[config.mk]
export PLATFORM = sky130hd
export DESIGN_NAME = tff_counter
export DESIGN_NICKNAME = d
export VERILOG_FILES = /design/src/rtl/tff_counter.sv
export SDC_FILE = /design/constraint.sdc
export NUM_CORES = 1
export LEC_CHECK = 0
export ABC_AREA = 0
export CORE_AREA = 2 2 39 41
export CTS_BUF_LIST = sky130_fd_sc_hd__clkbuf_8 sky130_fd_sc_hd__clkbuf_16
export DETAILED_ROUTE_END_ITERATION = 8
export DIE_AREA = 0 0 41 43
export GPL_TIMING_DRIVEN = 0
export PLACE_DENSITY = 0.78
export SYNTH_ARGS = -nofsm -noshare
export SYNTH_HDL_FRONTEND = slang
export SYNTH_SLANG_ARGS = --single-unit
[constraint.sdc]
create_clock -name Clk -period 1.75 [get_ports Clk]
set_input_delay 0.175 -clock Clk [delete_from_list [all_inputs] [get_ports Clk]]
set_output_delay 0.175 -clock Clk [all_outputs]
set_load 0.1 [all_outputs]
[src/rtl/tff_counter.sv]
// tff_counter: a WIDTH-bit register bank that works either as independent
// per-bit T flip-flops or as a modulo-MODULUS up/down counter with parallel load.
// Q and Ovf are the only state. Qbar and Tc are combinational views of that state.
module tff_counter #(
  parameter int WIDTH   = 4,
  parameter int MODULUS = 2 ** WIDTH
) (
  input  logic             Clk,
  input  logic             Reset,
  input  logic             En,
  input  logic [1:0]       Mode,
  input  logic [WIDTH-1:0] T,
  input  logic [WIDTH-1:0] D,
  output logic [WIDTH-1:0] Q,
  output logic [WIDTH-1:0] Qbar,
  output logic             Tc,
  output logic             Ovf
);

  // Parameters outside the supported range are rejected at elaboration.
  if (WIDTH < 1 || WIDTH > 16 || MODULUS < 2 || MODULUS > (2 ** WIDTH)) begin : g_bad_params
    $error("tff_counter: illegal WIDTH=%0d / MODULUS=%0d", WIDTH, MODULUS);
  end

  typedef enum logic [1:0] {
    MODE_TOGGLE = 2'b00,
    MODE_UP     = 2'b01,
    MODE_DOWN   = 2'b10,
    MODE_LOAD   = 2'b11
  } mode_t;

  // Largest in-range count. With MODULUS = 2**WIDTH this is all ones.
  localparam logic [WIDTH-1:0] MaxCount = WIDTH'(MODULUS - 1);

  mode_t            mode;
  logic             at_top;
  logic             at_zero;
  logic             wrap;
  logic [WIDTH-1:0] q_next;

  assign mode = mode_t'(Mode);

  // Up-count wraps from any value at or above the top. This recovers
  // out-of-range values that toggle or load modes leave behind.
  assign at_top  = (Q >= MaxCount);
  assign at_zero = (Q == '0);

  // The wrap condition is also the terminal-count indication for the coming edge.
  always_comb begin
    wrap = 1'b0;
    if (En) begin
      unique case (mode)
        MODE_UP:   wrap = at_top;
        MODE_DOWN: wrap = at_zero;
        default:   wrap = 1'b0;
      endcase
    end
  end

  // Select the next register value from the mode. Holding is the default.
  always_comb begin
    // NOTE: every signal written here gets a default first, so no path can leave it unassigned and infer a latch.
    q_next = Q;
    if (En) begin
      unique case (mode)
        MODE_TOGGLE: q_next = Q ^ T;
        MODE_UP:     q_next = at_top  ? '0       : Q + 1'b1;
        MODE_DOWN:   q_next = at_zero ? MaxCount : Q - 1'b1;
        MODE_LOAD:   q_next = D;
        default:     q_next = Q;
      endcase
    end
  end

  // State register. Reset asynchronously clears the count and any pending wrap pulse.
  always_ff @(posedge Clk or negedge Reset) begin
    // NOTE: non-blocking assignments let every flop sample pre-edge values, independent of statement order.
    if (!Reset) begin
      Q   <= '0;
      Ovf <= 1'b0;
    end else begin
      Q   <= q_next;
      Ovf <= wrap;
    end
  end

  assign Qbar = ~Q;
  assign Tc   = wrap;

endmodule
==> results of run 1 <==
[power by group]
group          internal [W]  leakage [nW]  switching (W)
Combinational      0.000237         0.275       0.000613
Clock              0.000151        0.0269      0.0000634
Sequential         0.000158        0.0567      0.0000839
[stage by stage]
step	hold WS, ps	setup TNS, ps	cells
2_1_floorplan	-120.6	-2794	59
3_3_place_gp	413.1	-1710	97
3_5_place_dp	412.6	-1744	97
4_1_cts	179.5	-86.34	101
5_1_grt	190.1	-114.1	108
6_report	171.6	-51.35	108
[synth_stat cells]
library cell / count / share of area [%]
sky130_fd_sc_hd__inv_1: 8 / 6.2
sky130_fd_sc_hd__a21oi_1: 6 / 6.2
sky130_fd_sc_hd__ha_1: 6 / 16
sky130_fd_sc_hd__o21ai_0: 6 / 6.2
sky130_fd_sc_hd__dfrtp_1: 5 / 26
sky130_fd_sc_hd__nand2_1: 5 / 3.9
sky130_fd_sc_hd__nand4_1: 4 / 5.2
sky130_fd_sc_hd__a31oi_1: 2 / 2.6
sky130_fd_sc_hd__nor2_1: 2 / 1.6
sky130_fd_sc_hd__a21o_1: 1 / 1.6
sky130_fd_sc_hd__a221oi_2: 1 / 3.1
sky130_fd_sc_hd__a222oi_1: 1 / 2.1
sky130_fd_sc_hd__a22oi_1: 1 / 1.6
sky130_fd_sc_hd__a32o_1: 1 / 2.1
sky130_fd_sc_hd__and4_2: 1 / 2.1
sky130_fd_sc_hd__buf_2: 1 / 1.0
sky130_fd_sc_hd__inv_2: 1 / 0.78
sky130_fd_sc_hd__mux2i_1: 1 / 2.1
sky130_fd_sc_hd__nand3_1: 1 / 1.0
sky130_fd_sc_hd__o2111a_1: 1 / 2.3
sky130_fd_sc_hd__o21bai_1: 1 / 1.6
sky130_fd_sc_hd__o221ai_1: 1 / 1.8
sky130_fd_sc_hd__o22a_1: 1 / 1.8
sky130_fd_sc_hd__o41ai_1: 1 / 1.8
[layout make-up]
type / count / area [um^2] / area share (%)
Clock inverter: 1 / 3.754 / 0.4237
Multi-Input combinational cell: 44 / 347.8 / 39.27
Timing Repair Buffer: 29 / 285.3 / 32.20
Tap cell: 16 / 20.02 / 2.260
Sequential cell: 5 / 135.1 / 15.25
Buffer: 1 / 5.005 / 0.5650
Inverter: 9 / 47.55 / 5.367
Clock buffer: 3 / 41.29 / 4.661
[cells in the final DEF, fill, tap and decap left out, types with 3 or more instances in the layout]
cell and count:
sky130_fd_sc_hd__clkdlybuf4s50_1 12, sky130_fd_sc_hd__ha_1 3, sky130_fd_sc_hd__nand4_1 4, sky130_fd_sc_hd__inv_1 6
sky130_fd_sc_hd__nand2_1 5, sky130_fd_sc_hd__clkinvlp_4 3, sky130_fd_sc_hd__clkdlybuf4s15_1 3, sky130_fd_sc_hd__clkbuf_8 3
sky130_fd_sc_hd__o21ai_0 6, sky130_fd_sc_hd__clkdlybuf4s15_2 4, sky130_fd_sc_hd__a21oi_1 5, sky130_fd_sc_hd__buf_4 7
[logic make-up after synthesis]
logic type | count (synthesis) | share of synthesized area [%]
flops | 5 | 25.91
compound gates | 24 | 34.72
buf+inv | 10 | 8.030
fa+ha+maj | 6 | 15.54
mux | 1 | 2.073
simple gates | 13 | 13.73
[per-layer routing]
| metal | track usage (%) | vias up |
|---|---|---|
| met5 | 0 | - |
| met3 | 3.141 | 9 |
| li1 | - | 296 |
| met2 | 28.13 | 40 |
| met4 | 10.00 | 0 |
| met1 | 22.51 | 285 |
[what timing repair did]
action,4_1_cts,5_1_grt
setup buffers,0,7
endpoints found under the setup margin,10,4
hold endpoints to repair,0,0
pin swaps,0,3
hold buffers,0,0
cloned,0,0
resized for setup,25,6
[worst min-delay path by stage]
stage	from	end	slack, ps	cells after the start
5_1_grt	Reset	Q[1]	190	1
3_3_place_gp	Reset	Q[1]	410	1
4_1_cts	Reset	Q[0]	180	1
6_report	Reset	Q[0]	170	1
3_5_place_dp	Reset	Q[0]	410	1
2_1_floorplan	Reset	Ovf	-120	0
[registers in the layout, indices dropped and copies added, names as in the netlist]
signal  cells
Q           4
Ovf         1
==> impl.org, run 1 <==
** Status
- The run finished, with violations left.
- Failing checks :: negative setup slack

** Pwr
- IR analysis of the VDD net gives a maximum drop of 0.6386 mV.
- Power comes to 0.001307 W.
- Leak :: 0.3589 nW
- Power spread over the standard cell area amounts to 1475 mW/mm^2.

** Floorplanning
- The initialized floorplan defines 14 standard-cell rows.
- The floorplan step defined a die boundary enclosing 0.001763 mm^2.
- Die X :: 41 um
- The core region is 0.001384 mm^2.
- Pin placement for this block handled 23 I/O pins.
- For this configuration, the core starts out at a cell density of 34.90%.
- The die is 43 um tall.

** STA
- Final max-slew violation count :: 0
- Final Worst Setup Slack :: -51.35 ps
- For the pin with the worst max-slew slack, the measured transition is 953.0 ps.
- Across the routed clock network, the largest skew measured is 2.492 ps.
- The final hold violation count is 0.
- Count of endpoints failing setup in the final report :: 1
- Peak clock frequency supported by timing :: 0.5551 GHz
- Setup repair after global routing could not meet its margin everywhere.
- Final min period :: 1801 ps
- Share of the clock period used by the worst path after layout :: 102.9%
- In this run the tightest slew margin relative to its limit is 36.72%.

** Routing
- Uppermost layer routed :: met4
- The first routing iteration left 32 violations.
- In the routed layout, each cell is associated on average with a via count of 5.833.
- After detailed routing, the met2 layer carries 829 um of wire.
- In this run the remaining antenna-violating nets after routing total 0.
- DRT Pass-1 Iters :: 6
- In the routed design, unresolved DRC markers number 0.
- In the final routed layout, each cell accounts on average for 14.65 um.
- Met3 wire length :: 123 um
- The detailed router put a total of 594 um of wire on met1.
- Vias :: 630
- Routed Wire Length :: 1582 um

** Setup path
- Critical R2R Capture :: Q[2]
- Crit path largest cell delay :: 530 ps
- CP Depth :: 5
- Critical path endpoint :: Tc
- At the worst endpoint, the required time is 1570 ps.
- Along the worst path, the maximum fanout reaches 8.
- At the worst endpoint, the arrival time is 1630 ps.
- Among cell families on the critical path, the largest total delay comes from flip-flops.
- In this run the worst setup path begins at Q[0].
- Bufs and invs on worst path :: 2
- Number of cells on the worst reg-to-reg path :: 7
- Reg-to-reg setup timing slack :: 70 ps
- STA classifies the critical path endpoint as an output pin.
- STA classifies the critical path startpoint as a register.
- Sequence of cells on the critical path :: clkinvlp_4 > ha_4 > nand4_1 > a21oi_4 > buf_12
- Kind of critical path :: reg2out
- For this design, the slowest cell found on the critical path is sky130_fd_sc_hd__dfrtp_4.
- The startpoint identified for the worst register-to-register timing path is Q[0].

** Placement
- Once detailed placement completed, the half-perimeter wirelength came to 1051 um.
- Before CTS, the worst setup slack after placement is -971.3 ps.
- Routability-driven placement finished with a final weighted congestion of 0.8078.
- Summing all placed instances gives a cell area of 770.7 um^2.
- Buffers added on ports :: 22

** Clocking
- Clock Root Buffer :: sky130_fd_sc_hd__clkbuf_8
- H-tree lvl count :: 1
- Clock latency on the worst-skew pair, taken at its later pin, is 230 ps.
- Clock transition at path regs :: 40 ps
- CTS sink count :: 5
- Max clock buf depth :: 2
- TritonCTS clock tree :: built
- Clock buffer count from CTS :: 3

** Final layout
- 0 antenna diodes ended up in the layout.
- NumNets Final :: 112
- Counting the fill cells in the layout gives 117.
- The finished cells cover 885.9 um^2.
- Fraction of the core area covered by cells at the end of the flow :: 64.01%
- Of the cells placed in the final design, the portion with a size suffix greater than 1 is 32.61%.
- The area growth from synthesis to layout is 83.42%.

** Global route
- Combined global-route utilization of all metal layers :: 18.17%
- Congestion Overflow GR :: 0
- Entering global routing, the biggest net connects 11 pins.
- The via count of the first global-routing pass is 491.
- Global-route wire length before repair :: 2166 um
- The initial antenna violation count is 0.

** Synthesis
- The Yosys step of the flow raised 0 warnings.
- Synthesis handed over a netlist of 59 instances.
- Number of flip-flops and latches in the synthesized netlist :: 5
- When the netlist entered floorplanning its net count stood at 78.
- Sequential elements use 25.91% of the synthesized area.
- Area of the mapped netlist :: 483.0 um^2
- Synth Area per Inst :: 8.186 um^2
- Post-synth cell types :: 24

** Worst hold path
- In this run the worst hold path is classified as in2async.

** Run
- Maximum capacitance violations :: 0
Power figures use the tool's default switching activity.
==> inputs of run 2 (changes only) <==
CORE_AREA = 10 10 47 49   (was 2 2 39 41)
DIE_AREA = 0 0 57 59   (was 0 0 41 43)
GPL_ROUTABILITY_DRIVEN = 1   (was not set)
GPL_TIMING_DRIVEN = not set   (was 0)
==> impl.org, run 2 (synthesis gave the netlist of run 1 again) <==
** STA
- Peak clock frequency supported by timing :: 0.5697 GHz (+2.6%)
- The number of pins with negative max-slew slack in the final report is 0 (unchanged).
- The final hold violation count was 0 (unchanged).
- Final min period :: 1755 ps (-46.16 ps)
- Final Hold Slack :: 180.6 ps (+8.970 ps)
- Setup repair after global routing could not meet its margin everywhere.
- Transition time at the pin with the least slew margin :: 330.5 ps (-622.5 ps)
- Share of the clock period used by the worst path after layout :: 100.3% (-2.6 points)
- Setup total negative slack :: -5.199 ps (+46.16 ps)
- Final Worst Setup Slack :: -5.199 ps (+46.16 ps)
- The largest clock skew in the final design came to 1.081 ps (-1.411 ps).
- The max-slew headroom at the worst pin was 77.68% (+41 points).
- The final setup violation count is 1 (unchanged).

** Setup path
- The largest individual stage delay along the critical path comes from the cell sky130_fd_sc_hd__dfrtp_4.
- The highest net fanout along the worst path is 8 (unchanged).
- Kind of critical path :: reg2out
- STA classifies the critical path startpoint as a register.
- Worst r2r src :: Q[1]
- Crit path DAT :: 1580 ps (-50 ps)
- Critical R2R Capture :: Q[3]
- Required @ worst endpoint :: 1570 ps (about the same)
- Reg-to-reg setup timing slack :: 120 ps (+50 ps)
- Number of cells on the worst reg-to-reg path :: 7 (unchanged)
- Capturing element type of the critical path :: output pin
- Traced cell by cell, the critical path runs through clkinvlp_4 > ha_4 > nand4_1 > a21oi_4 > buf_12.
- The longest individual stage delay on the worst path is 530 ps (about the same).

** Global route
- The pin count of the biggest net entering global routing came to 10 (-1).
- Antenna violations before repair :: 0 (unchanged)
- The total routing usage reported by global routing came to 10.61% (-7.6 points).
- The via count of the first global-routing pass was 654 (+33%).
- Congestion Overflow GR :: 0 (unchanged)
- The wire length of the first global-routing pass is 2911 um (+34%).

** Final layout
- The final layout net count came to 114 (+1.8%).
- Most frequent cells in the layout :: sky130_fd_sc_hd__clkdlybuf4s50_1, sky130_fd_sc_hd__buf_4, sky130_fd_sc_hd__buf_12
- The largest registers in the layout are Q (4), Ovf (1).
- Leaving out fill and tap cells, the most frequent cell in the layout is sky130_fd_sc_hd__clkdlybuf4s50_1.
- Antenna diode count :: 0 (unchanged)
- The flip-flop count of the largest register, all copies and words added is 4 (unchanged).
- Counting flops per register, the top entry is Q.
- Number of standard cells in the final layout excluding fillers :: 110 (+1.9%)
- The area growth from synthesis to layout is 103.1%.
- Post-route cell area :: 980.9 um^2 (+11%)
- The fraction of layout instances using a drive strength above 1 was 40.43% (+7.8 points).

** Clocking
- CTS sink count :: 5 (unchanged)
- The root buffer cell chosen for the clock tree is sky130_fd_sc_hd__clkbuf_8.
- Clock latency on the worst-skew pair :: 220 ps (about the same)
- Clock buffer count from CTS :: 3 (unchanged)
- Clock transition at path regs :: 30 ps (about the same)
- Number of buffers added to fix hold violations after cts :: 0 (unchanged)
- The worst-case clock buffer depth is 2 (unchanged).
- TritonCTS built the clock tree.
- H-tree lvl count :: 1 (unchanged)

** Routing
- The post-detailed-route wirelength per cell was 16.51 um (+13%).
- The total number of vias was 604 (-4.1%).
- The detail-routed via count per cell is 5.491 (-5.9%).
- The total DRC errors in the routed layout is 0 (unchanged).
- Routed Wire Length :: 1816 um (+15%)
- Number of design-rule violations left by the first detailed-router iteration :: 22 (-31%)
- Detail Route Antenna Nets :: 0 (unchanged)
- The total iterations of the first detailed-routing run was 4 (-2).

** Floorplanning
- Number of top-level design ports :: 23 (unchanged)
- Core Area :: 0.001401 mm^2 (+1.3%)
- The site row count is 14 (unchanged).
- Die X :: 57 um (+39%)
- The initial core utilization was 34.46% (-0.44 points).
- The height of the chip is 59 um (+37%).
- The die footprint was 0.003363 mm^2 (+91%).

** Placement
- HPWL reported at the end of detailed placement :: 1410 um (+34%)
- The post-placement worst setup slack was -129.1 ps (+842.3 ps).
- The placed standard-cell area is 875.8 um^2 (+14%).
- Dpl cells :: 99 (+2.1%)
- The port buffer count came to 22 (unchanged).
- The final estimated routing congestion in global placement was 0.9378 (+16%).

** Status
- The checks that failed: negative setup slack.
- The flow ran to the end, but the final reports show violations.

** Pwr
- The cell leakage power came to 0.4026 nW (+12%).
- Peak VDD IR :: 0.8196 mV (+28%)
- The areal power density over the cells was 1511 mW/mm^2 (+2.5%).

** Worst hold path
- Hold Crit Class :: in2async

** Run
- The number of violations of the max-capacitance limit came to 0 (unchanged).
[run 2: cell types whose count changed in the layout (fill, tap and decap cells not counted), sizes merged]
cell / previous run / this run
dlygate4sd2: 2 / 0
buf: 9 / 20
clkdlybuf4s15: 7 / 0
[run 2: area by class of cell]
cell class,count,area [um^2]
fill,113,420.4
timing repair buffer,32,382.9
multi-input combinational,44,350.3
sequential,5,135.1
inverter,9,47.55
clock buffer,3,41.29
tap,16,20.02
clock inverter,1,3.754
[run 2: metal layers]
layer,part of all wire (%),vias to the layer above,track usage [%]
met1,39,282,9.905
met3,6.0,4,3.004
li1,-,293,-
met5,0,-,0
met4,0.77,0,8.389
met2,54,25,19.07
[run 2: through the flow]
stage	total power (W)	util (%)
final	0.001483	70.00
after global routing	0.001534	70.00
after CTS	0.001463	68.39
after detailed placement	0.001232	62.50
after global placement	0.001218	62.50
after floorplan	0.0008524	-
[run 2: repair_timing]
item / 4_1_cts / 5_1_grt
setup buffers: 4 / 3
endpoints found under the hold margin: 0 / 0
endpoints found under the setup margin: 1 / 2
gates resized for setup: 3 / 1
pin swaps: 2 / 5
gates cloned: 0 / 0
[run 2: worst max path at each step]
stage          cells past startpoint   end     from  slack (ps)
2_1_floorplan                      6  Q[2]     Q[1]        -530
3_3_place_gp                       6    Tc  Mode[0]          -2
3_5_place_dp                       7  Q[2]  Mode[0]        -130
4_1_cts                            5    Tc     Q[1]           5
5_1_grt                            5    Tc     Q[1]         -40
6_report                           5    Tc     Q[1]          -5
[run 2: critical path, delay by kind of cell, from the launching register on]
family                     cells  cell delay (ps)
DFF                            1              530
and+or+nand+nor                1              150
adders and majority gates      1              140
buffers and inverters          2              310
AOI/OAI and AO/OA              1              230
[run 2: report_power, final]
group | switching (W) | total, W | internal (W)
sequential | 0.0000926 | 0.000251 | 0.000158
combinational | 0.000636 | 0.00103 | 0.000392
clock | 0.0000536 | 0.000204 | 0.000150
